File: config.mk
export PLATFORM = sky130hd
export DESIGN_NAME = giant_mux
export DESIGN_NICKNAME = d
export VERILOG_FILES = /design/src/rtl/giant_mux.sv
export SDC_FILE = /design/constraint.sdc
export NUM_CORES = 1
export LEC_CHECK = 0
export BUFFER_PORTS_ARGS = -buffer_cell sky130_fd_sc_hd__buf_2
export CAP_MARGIN = 20
export CORE_ASPECT_RATIO = 1.4
export CORE_UTILIZATION = 35
export CTS_CLUSTER_SIZE = 28
export DETAILED_ROUTE_END_ITERATION = 10
export GPL_TIMING_DRIVEN = 0
export HOLD_SLACK_MARGIN = 0.12
export PLACE_DENSITY = 0.55
export SETUP_SLACK_MARGIN = 0.15
export SLEW_MARGIN = 20
export SYNTH_ARGS = -nofsm -noshare
export SYNTH_HDL_FRONTEND = slang
export SYNTH_SLANG_ARGS = --single-unit
File: constraint.sdc
create_clock -name clk -period 0.8 [get_ports clk]
set_input_delay 0.16 -clock clk [delete_from_list [all_inputs] [get_ports clk]]
set_output_delay 0.16 -clock clk [all_outputs]
set_load 0.05 [all_outputs]
File: src/rtl/giant_mux.sv
// Registered 16-way function-select multiplexer: one of sixteen unary transforms
// of the operand is chosen by Selection and captured into Output every clock.
module giant_mux #(
  parameter int WIDTH = 17
) (
  input  logic             clk,
  input  logic             rst_n,
  input  logic [WIDTH-1:0] Input,
  input  logic [3:0]       Selection,
  output logic [WIDTH-1:0] Output
);

  localparam logic [WIDTH-1:0] unit = WIDTH'(1);

  typedef enum logic [3:0] {
    SEL_PASS   = 4'd0,
    SEL_NOT    = 4'd1,
    SEL_SHL    = 4'd2,
    SEL_SHR    = 4'd3,
    SEL_ASR    = 4'd4,
    SEL_ROL    = 4'd5,
    SEL_ROR    = 4'd6,
    SEL_NEG    = 4'd7,
    SEL_INC    = 4'd8,
    SEL_DEC    = 4'd9,
    SEL_REV    = 4'd10,
    SEL_POPCNT = 4'd11,
    SEL_CLZ    = 4'd12,
    SEL_ZERO   = 4'd13,
    SEL_ONES   = 4'd14,
    SEL_PASS2  = 4'd15
  } sel_e;

  logic [WIDTH-1:0] popcnt;
  logic [WIDTH-1:0] clz;
  logic [WIDTH-1:0] reversed;
  logic [WIDTH-1:0] result;

  // Bit-level helpers; the clz scan runs LSB upward so the highest set bit wins,
  // leaving WIDTH in place when the operand is all zeros.
  always_comb begin
    // NOTE: every combinational output gets a default first so no path leaves it
    // unassigned, which would infer a latch.
    popcnt   = '0;
    clz      = WIDTH'(WIDTH);
    reversed = '0;
    for (int i = 0; i < WIDTH; i++) begin
      popcnt      = popcnt + {{(WIDTH-1){1'b0}}, Input[i]};
      reversed[i] = Input[WIDTH-1-i];
      if (Input[i]) clz = WIDTH'(WIDTH - 1 - i);
    end
  end

  always_comb begin
    result = '0;
    case (sel_e'(Selection))
      SEL_PASS:   result = Input;
      SEL_NOT:    result = ~Input;
      SEL_SHL:    result = {Input[WIDTH-2:0], 1'b0};
      SEL_SHR:    result = {1'b0, Input[WIDTH-1:1]};
      SEL_ASR:    result = {Input[WIDTH-1], Input[WIDTH-1:1]};
      SEL_ROL:    result = {Input[WIDTH-2:0], Input[WIDTH-1]};
      SEL_ROR:    result = {Input[0], Input[WIDTH-1:1]};
      SEL_NEG:    result = ~Input + unit;
      SEL_INC:    result = Input + unit;
      SEL_DEC:    result = Input - unit;
      SEL_REV:    result = reversed;
      SEL_POPCNT: result = popcnt;
      SEL_CLZ:    result = clz;
      SEL_ZERO:   result = '0;
      SEL_ONES:   result = '1;
      SEL_PASS2:  result = Input;
      default:    result = '0;
    endcase
  end

  always_ff @(posedge clk or negedge rst_n) begin
    // NOTE: sequential state uses non-blocking assignment so every register
    // samples pre-edge values regardless of process ordering.
    if (!rst_n) Output <= '0;
    else        Output <= result;
  end

endmodule

==> reports/summary.json <==
{
  "grt_setup_unrepaired": {"value": "true"},
  "syn-cell-area": {"value": 0.003533, "unit": "mm2"},
  "report.final.slew_viol_count": {"value": 0},
  "io-pin-count": {"value": 40},
  "die_extent_in_y": {"value": 120.9, "unit": "um"},
  "worstSetupStartpointType": {"value": "input port"},
  "yosys.cell_count.top_type": {"value": "sky130_fd_sc_hd__o21ai_0"},
  "reg.largest.list": {"value": "Output: 17 flops"},
  "dominant_combinational_cell_family_by_area_after_synthesis": {"value": "compound AO/OA/AOI/OAI gates"},
  "finalCriticalPeriod": {"value": 3974, "unit": "ps"},
  "via_per_inst": {"value": 6.478},
  "netlist-cell-type-count": {"value": 77},
  "cellPowerDensity": {"value": 1287, "unit": "mW/mm2"},
  "hold_class": {"value": "input port to asynchronous set/reset pin"},
  "die-width": {"value": 86.92, "unit": "um"},
  "post_synth_fa_ha_maj_area_fraction": {"value": 14.24, "unit": "%"},
  "fmax": {"value": 251.6, "unit": "MHz"},
  "post_synth.cell_area_avg": {"value": 7.377, "unit": "um2"},
  "status": {"value": "finished, violations left"},
  "critPathArrivalTime": {"value": 4160, "unit": "ps"},
  "num_antenna_cells": {"value": 0},
  "setup_viol_count_final": {"value": 34},
  "timing.max_cap.violations": {"value": 0},
  "ctsLongestPathBuffers": {"value": 2},
  "top_cell_types_by_occurrence_after_synthesis": {"value": "sky130_fd_sc_hd__o21ai_0 (37), sky130_fd_sc_hd__a21oi_1 (36), sky130_fd_sc_hd__nand2_1 (33)"},
  "placeableCoreArea": {"value": 0.009846, "unit": "mm2"},
  "core.rowCount": {"value": 43},
  "number_of_instances_in_the_synthesized_netlist": {"value": 479},
  "ir_worst_vdd": {"value": 1.179, "unit": "mV"},
  "drc": {"value": 0},
  "largest_register_ff_count": {"value": 17},
  "total_nets_after_synthesis": {"value": 535},
  "postLayoutCellArea": {"value": 0.005076, "unit": "mm2"},
  "drt_wl_total": {"value": 16.82, "unit": "mm"},
  "area_of_the_die": {"value": 0.01051, "unit": "mm2"},
  "dominantRegCellSynth": {"value": "sky130_fd_sc_hd__dfrtp_1"},
  "violations": {"value": "negative hold slack, negative setup slack"},
  "max_slew.worst_pin.slew": {"value": 1061, "unit": "ps"},
  "endpoint_kind": {"value": "flip-flop"},
  "syn2layout_area_growth": {"value": 43.66, "unit": "%"},
  "power_leakage": {"value": 2.018, "unit": "nW"},
  "synth_area_leader_cell": {"value": "sky130_fd_sc_hd__dfrtp_1"},
  "timing.setup.critical_path_class": {"value": "input port to flip-flop"},
  "clockRootBuffer": {"value": "sky130_fd_sc_hd__clkbuf_16"},
  "yosys_warnings": {"value": 0},
  "synth.top_cells.by_area": {"value": "sky130_fd_sc_hd__dfrtp_1 (12%), sky130_fd_sc_hd__ha_1 (7.4%), sky130_fd_sc_hd__fa_1 (6.8%), sky130_fd_sc_hd__o21ai_0 (5.2%), sky130_fd_sc_hd__a21oi_1 (5.1%)"},
  "compound_gate_fraction_of_synth_area": {"value": 37.25, "unit": "%"},
  "detailed_placement_wirelength_estimate": {"value": 12.09, "unit": "mm"},
  "first_global_vias": {"value": 4340},
  "slew_headroom": {"value": 28.64, "unit": "%"},
  "tritoncts": {"value": "yes"},
  "detail_route.first_pass.iterations": {"value": 6},
  "grt_usage": {"value": 32.74, "unit": "%"},
  "yosys.area_share.simple": {"value": 23.51, "unit": "%"},
  "weighted_congestion_reported_at_the_end_of_routability_driven_placement": {"value": 0.9589},
  "post-route-worst-setup-slack": {"value": -3174, "unit": "ps"},
  "synth-xor-area-share": {"value": 2.727, "unit": "%"},
  "fin_crit_sh": {"value": 496.8, "unit": "%"},
  "synth_enable_flop_cells": {"value": 0},
  "clk_pin_slew_worst_paths": {"value": 60, "unit": "ps"},
  "dr_total_vias": {"value": 4489},
  "number_of_antenna_violations_at_the_first_check_in_global_routing": {"value": 0},
  "timing_hold_violations_final": {"value": 17},
  "grt_remaining_overflow": {"value": 0},
  "fill_cells": {"value": 954},
  "drtIter0Drc": {"value": 433},
  "start_util": {"value": 35.89, "unit": "%"},
  "postSynth.asyncResetShare": {"value": 100.0, "unit": "%"},
  "post-synth-top-area-fraction": {"value": 12.04, "unit": "%"},
  "grt_pass1_wl": {"value": 25.33, "unit": "mm"},
  "finish.net_count": {"value": 615},
  "htree_num_levels": {"value": 1},
  "yosys_register_bits": {"value": 17},
  "tritoncts_num_sinks": {"value": 17},
  "cts-buffers-inserted": {"value": 3},
  "synth.area.mux_share": {"value": 1.169, "unit": "%"},
  "yosysSeqAreaShare": {"value": 12.04, "unit": "%"},
  "route.antenna.remaining_nets": {"value": 0},
  "grt_max_degree": {"value": 18},
  "largest_register": {"value": "Output"},
  "crit_path_max_fanout": {"value": 2},
  "required": {"value": 980, "unit": "ps"},
  "layout-drive-gt1-share": {"value": 34.77, "unit": "%"},
  "hold_ws": {"value": -169.6, "unit": "ps"},
  "port-buffer-count": {"value": 38},
  "instance_area_after_placement": {"value": 0.004197, "unit": "mm2"},
  "route.detailed.wl_per_inst": {"value": 24.27, "unit": "um"}
}
[cells by family (layout without fill, tap and decap cells)]
logic type / after synthesis / count (layout)
buf+inv: 75 / 154
xor+xnor: 11 / 11
simple gates: 149 / 149
flops: 17 / 17
fa+ha+maj: 33 / 33
mux: 4 / 4
compound gates: 190 / 190
[cell type report]
type | instances | area [um2] | area share [%]
multi-input combinational | 387 | 3163 | 62.31
timing repair buffer | 75 | 701.9 | 13.83
sequential | 17 | 445.4 | 8.775
buffer | 41 | 356.6 | 7.025
tap | 135 | 168.9 | 3.328
inverter | 34 | 160.2 | 3.155
clock buffer | 3 | 75.07 | 1.479
clock inverter | 1 | 5.005 | 0.09859
[power by group]
group,switching (mW),internal [mW]
Combinational,2.54,1.83
Sequential,0.0580,1.01
Clock,0.425,0.674
[cells in the final DEF, fill, tap and decap left out, types with 6 or more instances in the layout]
master                      count
sky130_fd_sc_hd__xnor2_1        7
sky130_fd_sc_hd__buf_8          6
sky130_fd_sc_hd__a21oi_1       32
sky130_fd_sc_hd__a221oi_1       6
sky130_fd_sc_hd__a211oi_1       7
sky130_fd_sc_hd__a22oi_1       11
sky130_fd_sc_hd__nand2b_1       7
sky130_fd_sc_hd__clkbuf_1      11
sky130_fd_sc_hd__o31ai_1        6
sky130_fd_sc_hd__nor2b_1        6
sky130_fd_sc_hd__clkbuf_16      6
sky130_fd_sc_hd__nor2_1        23
sky130_fd_sc_hd__buf_4         31
sky130_fd_sc_hd__buf_2         22
sky130_fd_sc_hd__o22ai_1        7
sky130_fd_sc_hd__buf_6         30
sky130_fd_sc_hd__nand2_1       33
sky130_fd_sc_hd__ha_1          13
sky130_fd_sc_hd__fa_1           8
sky130_fd_sc_hd__inv_1         23
sky130_fd_sc_hd__o21ai_0       27
sky130_fd_sc_hd__dfrtp_2       16
sky130_fd_sc_hd__nand3_1       13
sky130_fd_sc_hd__ha_4           7
sky130_fd_sc_hd__nor3_1        17
sky130_fd_sc_hd__nor4_1         6
[layer usage]
layer / global-route usage [%] / part of all wire, %
met3: 4.694 / 6.2
met1: 39.13 / 39
met4: 18.75 / 5.6
met2: 55.17 / 49
met5: 0 / 0
[metrics by stage]
stage               setup slack [ps]  util, %  power (mW)  TNS [ps]  instances
finish                         -3174    51.56       6.535    -37320        693
global route                   -3265    51.56       6.892    -38680        693
global placement               -3718    42.62       4.502    -47040        652
CTS                            -3142    50.57       6.276    -36520        690
floorplan                      -3145        -       3.599    -34510        479
detailed placement             -3734    42.62       4.571    -47160        652
[critical path, stage by stage]
cell	delay (ps)
sky130_fd_sc_hd__buf_8	80
sky130_fd_sc_hd__buf_12	100
sky130_fd_sc_hd__inv_8	30
sky130_fd_sc_hd__fa_1	540
sky130_fd_sc_hd__inv_2	40
sky130_fd_sc_hd__fa_1	490
sky130_fd_sc_hd__fa_1	500
sky130_fd_sc_hd__inv_1	50
sky130_fd_sc_hd__fa_1	450
sky130_fd_sc_hd__fa_2	370
sky130_fd_sc_hd__fa_2	370
sky130_fd_sc_hd__nor2b_2	150
sky130_fd_sc_hd__o2111ai_2	150
sky130_fd_sc_hd__a211oi_2	340
sky130_fd_sc_hd__a2111o_1	150
sky130_fd_sc_hd__a311oi_1	50
sky130_fd_sc_hd__a21oi_1	130
[worst paths after layout]
| kind | start | slack, ps | to |
|---|---|---|---|
| worst min-delay path | rst_n | -170 | Output[1]$_DFF_PN0_ |
| min in group clk | Input[8] | 300 | Output[8]$_DFF_PN0_ |
| worst max-delay path | Input[11] | -3170 | Output[4]$_DFF_PN0_ |
| max in group asynchronous | rst_n | 640 | Output[8]$_DFF_PN0_ |
[repair_timing]
item | CTS | global route
pin swaps | 29 | 23
endpoints found under the setup margin | 34 | 34
resized for setup | 108 | 20
setup buffers | 34 | 3
hold endpoints to repair | 17 | 17
Power figures use the tool's default switching activity.
